**src/rtl/tl_pkg.sv**
```systemverilog
// Shared types and helpers for the two-direction traffic-light sequencer.
package tl_pkg;

    localparam int unsigned LIGHT_W = 3;

    typedef enum logic [2:0] {
        RED_A  = 3'd0,
        NS_GRN = 3'd1,
        NS_YEL = 3'd2,
        RED_B  = 3'd3,
        EW_GRN = 3'd4,
        EW_YEL = 3'd5
    } tl_state_e;

    localparam logic [LIGHT_W-1:0] LT_RED = 3'b100;
    localparam logic [LIGHT_W-1:0] LT_YEL = 3'b010;
    localparam logic [LIGHT_W-1:0] LT_GRN = 3'b001;

    // Phase length in ticks for a given state
    function automatic int unsigned phase_dur(tl_state_e s, int unsigned g_time,
                                              int unsigned y_time, int unsigned r_time);
        case (s)
            NS_GRN, EW_GRN: return g_time;
            NS_YEL, EW_YEL: return y_time;
            default:        return r_time;
        endcase
    endfunction

    function automatic tl_state_e next_phase(tl_state_e s);
        case (s)
            RED_A:   return NS_GRN;
            NS_GRN:  return NS_YEL;
            NS_YEL:  return RED_B;
            RED_B:   return EW_GRN;
            EW_GRN:  return EW_YEL;
            default: return RED_A;
        endcase
    endfunction

endpackage

```
**src/rtl/traffic_light_ctrl_if.sv**
```systemverilog
// Control/status bundle between the sequencer and its environment.
interface traffic_light_ctrl_if #(
    parameter int unsigned CW = 7
);
    logic                         en;
    logic                         tick;
    logic                         req_ns;
    logic                         req_ew;
    logic [tl_pkg::LIGHT_W-1:0]   ns_light;
    logic [tl_pkg::LIGHT_W-1:0]   ew_light;
    logic [CW-1:0]                remain;
    logic                         phase_done;

    modport master (
        output en, tick, req_ns, req_ew,
        input  ns_light, ew_light, remain, phase_done
    );

    modport slave (
        input  en, tick, req_ns, req_ew,
        output ns_light, ew_light, remain, phase_done
    );
endinterface

```
**src/rtl/tl_phase_timer.sv**
```systemverilog
// Shared phase down-counter: load has priority, decrements on tick, saturates at zero.
module tl_phase_timer #(
    parameter int unsigned CW      = 7,
    parameter int unsigned RST_VAL = 1
) (
    input  logic          clk,
    input  logic          rst,
    input  logic          load_i,
    input  logic [CW-1:0] load_val_i,
    input  logic          tick_i,
    output logic [CW-1:0] cnt_o,
    output logic          zero_o
);

    logic [CW-1:0] cnt_q, cnt_d;
    logic          zero_q;

    always_comb begin
        cnt_d = cnt_q;
        if (load_i) begin
            cnt_d = load_val_i;
        end else if (tick_i && (cnt_q != '0)) begin
            cnt_d = cnt_q - CW'(1);
        end
    end

    // Zero flag registered alongside the count so it always matches cnt_q
    always_ff @(posedge clk or posedge rst) begin
        if (rst) begin
            cnt_q  <= CW'(RST_VAL);
            zero_q <= (RST_VAL == 0);
        end else begin
            cnt_q  <= cnt_d;
            zero_q <= (cnt_d == '0);
        end
    end

    assign cnt_o  = cnt_q;
    assign zero_o = zero_q;

endmodule

```
**src/rtl/traffic_light_ctrl.sv**
```systemverilog
// NS/EW traffic-light sequencer: phase FSM, demand latches and lamp decode
// around a single shared phase timer.
module traffic_light_ctrl
    import tl_pkg::*;
#(
    parameter int unsigned G_TIME = 30,
    parameter int unsigned G_MIN  = 10,
    parameter int unsigned Y_TIME = 3,
    parameter int unsigned R_TIME = 2,
    parameter int unsigned CW     = 7
) (
    input  logic                 clk,
    input  logic                 rst,
    traffic_light_ctrl_if.slave  ctrl
);

    // Early exit is allowed once at least G_MIN ticks of green have elapsed
    localparam logic [CW-1:0] EXIT_TH = CW'(G_TIME - G_MIN);

    tl_state_e     state_q, state_d;
    logic          pend_ns_q, pend_ns_d;
    logic          pend_ew_q, pend_ew_d;
    logic          phase_done_q, phase_done_d;
    logic          step;
    logic          early_exit;
    logic          illegal;
    logic          load;
    logic [CW-1:0] load_val;
    logic [CW-1:0] cnt;
    logic          cnt_zero;

    assign step = ctrl.en && ctrl.tick;

    tl_phase_timer #(
        .CW      (CW),
        .RST_VAL (R_TIME - 1)
    ) u_timer (
        .clk        (clk),
        .rst        (rst),
        .load_i     (load),
        .load_val_i (load_val),
        .tick_i     (step),
        .cnt_o      (cnt),
        .zero_o     (cnt_zero)
    );

    always_ff @(posedge clk or posedge rst) begin
        if (rst) begin
            state_q      <= RED_A;
            pend_ns_q    <= 1'b0;
            pend_ew_q    <= 1'b0;
            phase_done_q <= 1'b0;
        end else begin
            state_q      <= state_d;
            pend_ns_q    <= pend_ns_d;
            pend_ew_q    <= pend_ew_d;
            phase_done_q <= phase_done_d;
        end
    end

    // Next-state, timer reload and demand latches
    always_comb begin
        state_d      = state_q;
        load         = 1'b0;
        load_val     = CW'(R_TIME - 1);
        phase_done_d = 1'b0;
        early_exit   = 1'b0;
        illegal      = 1'b0;

        case (state_q)
            NS_GRN:                      early_exit = pend_ew_q && (cnt <= EXIT_TH);
            EW_GRN:                      early_exit = pend_ns_q && (cnt <= EXIT_TH);
            RED_A, NS_YEL, RED_B, EW_YEL: early_exit = 1'b0;
            default:                     illegal    = 1'b1;
        endcase

        if (illegal) begin
            state_d = RED_A;
            load    = 1'b1;
        end else if (step && (cnt_zero || early_exit)) begin
            state_d      = next_phase(state_q);
            load         = 1'b1;
            load_val     = CW'(phase_dur(state_d, G_TIME, Y_TIME, R_TIME) - 1);
            phase_done_d = 1'b1;
        end

        // Entry into a direction's own green serves its demand, even a same-cycle request
        pend_ns_d = pend_ns_q;
        if ((state_d == NS_GRN) && (state_q != NS_GRN)) begin
            pend_ns_d = 1'b0;
        end else if (ctrl.req_ns && (state_q != NS_GRN)) begin
            pend_ns_d = 1'b1;
        end

        pend_ew_d = pend_ew_q;
        if ((state_d == EW_GRN) && (state_q != EW_GRN)) begin
            pend_ew_d = 1'b0;
        end else if (ctrl.req_ew && (state_q != EW_GRN)) begin
            pend_ew_d = 1'b1;
        end
    end

    // Lamp decode from the state register; anything unexpected shows all red
    always_comb begin
        ctrl.ns_light = LT_RED;
        ctrl.ew_light = LT_RED;
        case (state_q)
            NS_GRN:  ctrl.ns_light = LT_GRN;
            NS_YEL:  ctrl.ns_light = LT_YEL;
            EW_GRN:  ctrl.ew_light = LT_GRN;
            EW_YEL:  ctrl.ew_light = LT_YEL;
            default: ctrl.ns_light = LT_RED;
        endcase
    end

    assign ctrl.remain     = cnt + CW'(1);
    assign ctrl.phase_done = phase_done_q;

endmodule

```
**src/flat_wrapper.sv**
```systemverilog
// flat-port wrapper written by rule: the top's interface ports become plain ports
module traffic_light_ctrl_flat import tl_pkg::*;
#(
    parameter int unsigned G_TIME = 30,
    parameter int unsigned G_MIN  = 10,
    parameter int unsigned Y_TIME = 3,
    parameter int unsigned R_TIME = 2,
    parameter int unsigned CW     = 7
)
  (clk, rst, ctrl_en, ctrl_tick, ctrl_req_ns, ctrl_req_ew, ctrl_ns_light, ctrl_ew_light, ctrl_remain, ctrl_phase_done);
  traffic_light_ctrl_if #(.CW(CW)) ctrl_i ();
  input  logic clk;
  input  logic rst;
  input wire logic [$bits(ctrl_i.en)-1:0] ctrl_en;
  input wire logic [$bits(ctrl_i.tick)-1:0] ctrl_tick;
  input wire logic [$bits(ctrl_i.req_ns)-1:0] ctrl_req_ns;
  input wire logic [$bits(ctrl_i.req_ew)-1:0] ctrl_req_ew;
  output wire logic [$bits(ctrl_i.ns_light)-1:0] ctrl_ns_light;
  output wire logic [$bits(ctrl_i.ew_light)-1:0] ctrl_ew_light;
  output wire logic [$bits(ctrl_i.remain)-1:0] ctrl_remain;
  output wire logic [$bits(ctrl_i.phase_done)-1:0] ctrl_phase_done;
  assign ctrl_i.en = ctrl_en;
  assign ctrl_i.tick = ctrl_tick;
  assign ctrl_i.req_ns = ctrl_req_ns;
  assign ctrl_i.req_ew = ctrl_req_ew;
  assign ctrl_ns_light = ctrl_i.ns_light;
  assign ctrl_ew_light = ctrl_i.ew_light;
  assign ctrl_remain = ctrl_i.remain;
  assign ctrl_phase_done = ctrl_i.phase_done;
  traffic_light_ctrl #(.G_TIME(G_TIME), .G_MIN(G_MIN), .Y_TIME(Y_TIME), .R_TIME(R_TIME), .CW(CW)) u_core (.clk(clk), .rst(rst), .ctrl(ctrl_i));
endmodule
```
**config.mk**
```make
export PLATFORM = sky130hd
export DESIGN_NAME = traffic_light_ctrl_flat
export DESIGN_NICKNAME = d
export VERILOG_FILES = /design/src/rtl/tl_pkg.sv /design/src/rtl/traffic_light_ctrl_if.sv /design/src/rtl/tl_phase_timer.sv /design/src/rtl/traffic_light_ctrl.sv /design/src/flat_wrapper.sv
export SDC_FILE = /design/constraint.sdc
export NUM_CORES = 1
export LEC_CHECK = 0
export CELL_PAD_IN_SITES_DETAIL_PLACEMENT = 1
export CELL_PAD_IN_SITES_GLOBAL_PLACEMENT = 1
export CORE_ASPECT_RATIO = 2
export CORE_UTILIZATION = 33
export CTS_BUF_LIST = sky130_fd_sc_hd__clkbuf_8
export DETAILED_ROUTE_END_ITERATION = 8
export PLACE_DENSITY = 0.78
export SYNTH_ARGS = -nofsm -noshare
export SYNTH_HDL_FRONTEND = slang
export SYNTH_SLANG_ARGS = --single-unit
```
**constraint.sdc**
```tcl
create_clock -name clk -period 1.8 [get_ports clk]
set_input_delay 0.36 -clock clk [delete_from_list [all_inputs] [get_ports clk]]
set_output_delay 0.36 -clock clk [all_outputs]
set_load 0.005 [all_outputs]
```
==> impl_metrics.py, run 1 <==
metrics = {
    "yosys": {
        "syn_nets": 127,
        "synth-edff-count": 0,
        "ys_types": 40,
        "syn_inst": 118,
        "synth.ff_latch_count": 14,
        "yosys_warnings": 0,
        "syn_area_per_cell_um2": 8.86,
        "async_flop_share_pct": 100,
        "ys_seq_area_share_pct": 33.6,
        "synth_ff_type": "dfrtp_1",
        "syn-cell-area_mm2": 0.00105,
    },
    "global_route": {
        "busiest_layer": "met2",
        "grt_max_degree": 15,
        "first_global_vias": 1316,
        "met1_usage_pct": 19.3,
        "met3_usage_pct": 1.98,
        "grt.met2_usage_pct": 53.3,
        "grt_pass1_wl_mm": 6.22,
        "grt.overflow.total": 0,
        "antenna_found_initial": 0,
        "grt.total_usage_pct": 24.9,
    },
    "sta": {
        "rsz0062_at_grt": "yes",
        "slew_viol_final": 0,
        "worst_slew_pin_slew_ns": 0.560,
        "fin_crit_sh_pct": 111,
        "max_freq_ghz": 0.502,
        "hold_violations": 0,
        "finalSetupViolations": 17,
        "maxSlewHeadroom_pct": 62.6,
        "final.min_clock_period_ns": 1.99,
        "finClkSkew_ns": 0.000681,
        "finalWorstSetupSlack_ns": -0.192,
    },
    "cells_and_area": {
        "area_growth_pct": 61.1,
        "final_cells": 201,
        "post-route-util_pct": 56.6,
        "antennaDiodeCount": 0,
        "drive_gt1_share_pct": 46.2,
        "nets": 181,
    },
    "placement": {
        "place_inst": 190,
        "io_buffers": 19,
        "hpwlAfterDp_mm": 2.77,
        "place_congestion": 0.894,
    },
    "worst_setup_path": {
        "max_stage_delay_ns": 0.57,
        "r2r-start": "u_core.u_timer.cnt_o[0]$_DFF_PP1_",
        "crit_path_start_kind": "register",
        "reg2reg_depth": 8,
        "slowest_stage": "dfstp_2",
        "worstPathCellList": "buf_6 > inv_6 > ha_4 > nor2b_2 > o211a_4 > a211o_4 > nor3_2 > or3b_1",
        "worstPathArrival_ns": 2.11,
        "worst_ep_required_time_ns": 1.92,
        "r2r_end": "u_core.u_timer.cnt_o[1]$_DFF_PP0_",
        "critical_path.max_fanout": 6,
        "r2r_slack_ns": -0.19,
        "crit_buf_inv": 2,
        "crit_family": "simple AND/OR/NAND/NOR gates",
        "endpoint_kind": "register",
        "crit_type": "register to register",
    },
    "cts": {
        "cts_hold_buf": 0,
        "clkLatencyLatePin_ns": 0.25,
        "cts_buffer_depth": 2,
        "htreeDepth": 1,
        "cts_tree": "done",
        "cts-root-buf": "clkbuf_8",
        "clkSlewWorstSetupHoldPaths_ns": 0.06,
        "cts_made_buffers": 3,
        "cts_sinks": 14,
    },
    "floorplanning": {
        "start_util_pct": 35.1,
        "core_mm2": 0.00298,
        "die_area_mm2": 0.00341,
        "io_pins": 20,
        "fp.dieW_um": 41.8,
        "rows": 28,
        "chipHeight_um": 81.6,
    },
    "run_status": {
        "outcome": "finished with violations",
        "violations": "setup timing",
    },
    "power_and_ir_drop": {
        "cellPowerDensity_mw_per_mm2": 1780,
        "power.leakage_nw": 0.770,
        "ir_drop_mv": 1.00,
    },
    "worst_hold_path": {
        "hp-class": "primary input to asynchronous set/reset pin",
    },
    "drt": {
        "drtAntennaViolNets": 0,
        "drc": 0,
        "wl_per_cell_um": 20.0,
        "drt_iter0_drc": 18,
        "vias": 1115,
        "drt_wl_total_mm": 4.01,
        "via_per_inst": 5.55,
        "firstDrtPassIters": 4,
    },
    "job": {
        "maxCapViolCount": 0,
    },
}
power by group:
part | total, W | switching, W | internal, W
sequential | 0.000647 | 0.000196 | 0.000451
clock | 0.000314 | 0.000120 | 0.000194
combinational | 0.00204 | 0.00101 | 0.00103
layout by cell type, fill, tap and decap left out, types with 2 or more instances in the layout:
| master | count |
|---|---|
| nor2_1 | 12 |
| nand2_1 | 9 |
| xor2_1 | 7 |
| nor3_2 | 3 |
| clkbuf_8 | 4 |
| o21ai_2 | 2 |
| and3b_1 | 2 |
| nand3_1 | 2 |
| nor2_4 | 2 |
| buf_6 | 6 |
| o21ai_1 | 2 |
| ha_4 | 2 |
| buf_4 | 31 |
| clkdlybuf4s50_1 | 6 |
| xnor2_1 | 4 |
| dlygate4sd2_1 | 7 |
| buf_2 | 5 |
| mux2i_1 | 3 |
| o211ai_1 | 3 |
| dfrtp_1 | 11 |
| a21oi_1 | 3 |
| inv_4 | 2 |
| nand3_2 | 2 |
| dfrtp_2 | 2 |
| inv_1 | 6 |
| o21ai_0 | 2 |
flip-flops by register name (all words and copies together), names as in the netlist:
signal,flops
u_core.pend_ew_q,1
u_core.state_q,3
u_core.pend_ns_q,1
u_core.u_timer.zero_o,1
u_core.u_timer.cnt_o,7
u_core.ctrl.phase_done,1
cell families (layout without fill, tap and decap cells):
logic type      Yosys count  in the layout  synth area share [%]
compound gates           24             24                  18.1
simple gates             46             46                  22.8
flops                    14             14                  33.6
xor+xnor                 12             12                  10.0
buf+inv                  16             69                  8.97
fa+ha+maj                 3              3                  3.59
mux                       3              3                  2.87
cell type report:
cell class / instances / area (um^2)
clock buffer: 4 / 55.1
fill: 352 / 1290
inverter: 9 / 43.8
multi-input combinational: 88 / 743
sequential: 14 / 354
tap: 30 / 37.5
timing repair buffer: 56 / 452
worst reg2reg max path: cells and delay by family, from the launching register on:
kind	cells	cell delay (ns)
and+or+nand+nor	3	0.62
DFF	1	0.57
AOI/OAI and AO/OA	2	0.35
buffers and inverters	2	0.16
adders and majority gates	1	0.16
stage by stage:
step	setup TNS [ns]	power [W]	area (um^2)	hold WS, ns	worst slack, ns
5_1_grt	-2.63	0.00316	1690	0.509	-0.253
6_report	-1.50	0.00300	1690	0.457	-0.192
3_3_place_gp	-1.32	0.00225	1450	0.500	-0.170
2_1_floorplan	-0.0958	0.00150	1060	0.249	-0.0614
4_1_cts	-1.30	0.00283	1630	0.483	-0.160
3_5_place_dp	-2.86	0.00235	1450	0.518	-0.308
cells in the mapped netlist (2+ instances only):
library cell / n / area [um^2]
dfrtp_1: 13 / 325
xor2_1: 7 / 61.3
buf_6: 3 / 33.8
nand3_1: 5 / 25.0
mux2i_1: 3 / 30.0
a211o_1: 2 / 17.5
a21oi_1: 4 / 20.0
inv_1: 8 / 30.0
nor3_1: 4 / 20.0
nor2b_1: 2 / 12.5
nor2_1: 14 / 52.6
buf_4: 3 / 22.5
and3b_1: 2 / 17.5
o21ai_0: 3 / 15.0
xnor2_1: 5 / 43.8
ha_1: 3 / 37.5
o21ai_1: 3 / 15.0
o211ai_1: 3 / 22.5
nand2_1: 10 / 37.5
how the worst max path moves through the flow:
stage	startpoint	end	slack [ns]	cells past startpoint
4_1_cts	u_core.u_timer.cnt_o[0]$_DFF_PP1_	u_core.u_timer.cnt_o[1]$_DFF_PP0_	-0.16	8
5_1_grt	u_core.u_timer.cnt_o[0]$_DFF_PP1_	u_core.u_timer.cnt_o[1]$_DFF_PP0_	-0.25	8
2_1_floorplan	u_core.u_timer.cnt_o[0]$_DFF_PP1_	u_core.u_timer.cnt_o[1]$_DFF_PP0_	-0.06	8
3_3_place_gp	ctrl_en	u_core.u_timer.zero_o$_DFF_PP0_	-0.17	7
6_report	u_core.u_timer.cnt_o[0]$_DFF_PP1_	u_core.u_timer.cnt_o[1]$_DFF_PP0_	-0.19	8
3_5_place_dp	ctrl_en	u_core.u_timer.zero_o$_DFF_PP0_	-0.31	7
repair_timing:
| action | CTS | global route |
|---|---|---|
| gates resized for setup | 55 | 13 |
| pin swaps | 10 | 4 |
| endpoints found under the setup margin | 26 | 19 |
| buffers inserted | 5 | 2 |
per-layer routing:
| layer | share of wire (%) | up-vias |
|---|---|---|
| met2 | 64 | 28 |
| met5 | 0 | - |
| met1 | 30 | 560 |
| li1 | - | 514 |
| met4 | 4.0 | 0 |
| met3 | 1.6 | 13 |
No activity file was read; power rests on OpenSTA's default activity.
==> run 2, diff against run 1 <==
- CTS_CLUSTER_DIAMETER: default -> 40
==> results of run 2 <==
Same layout as run 1: the final DEF is identical, and so are final timing and power.
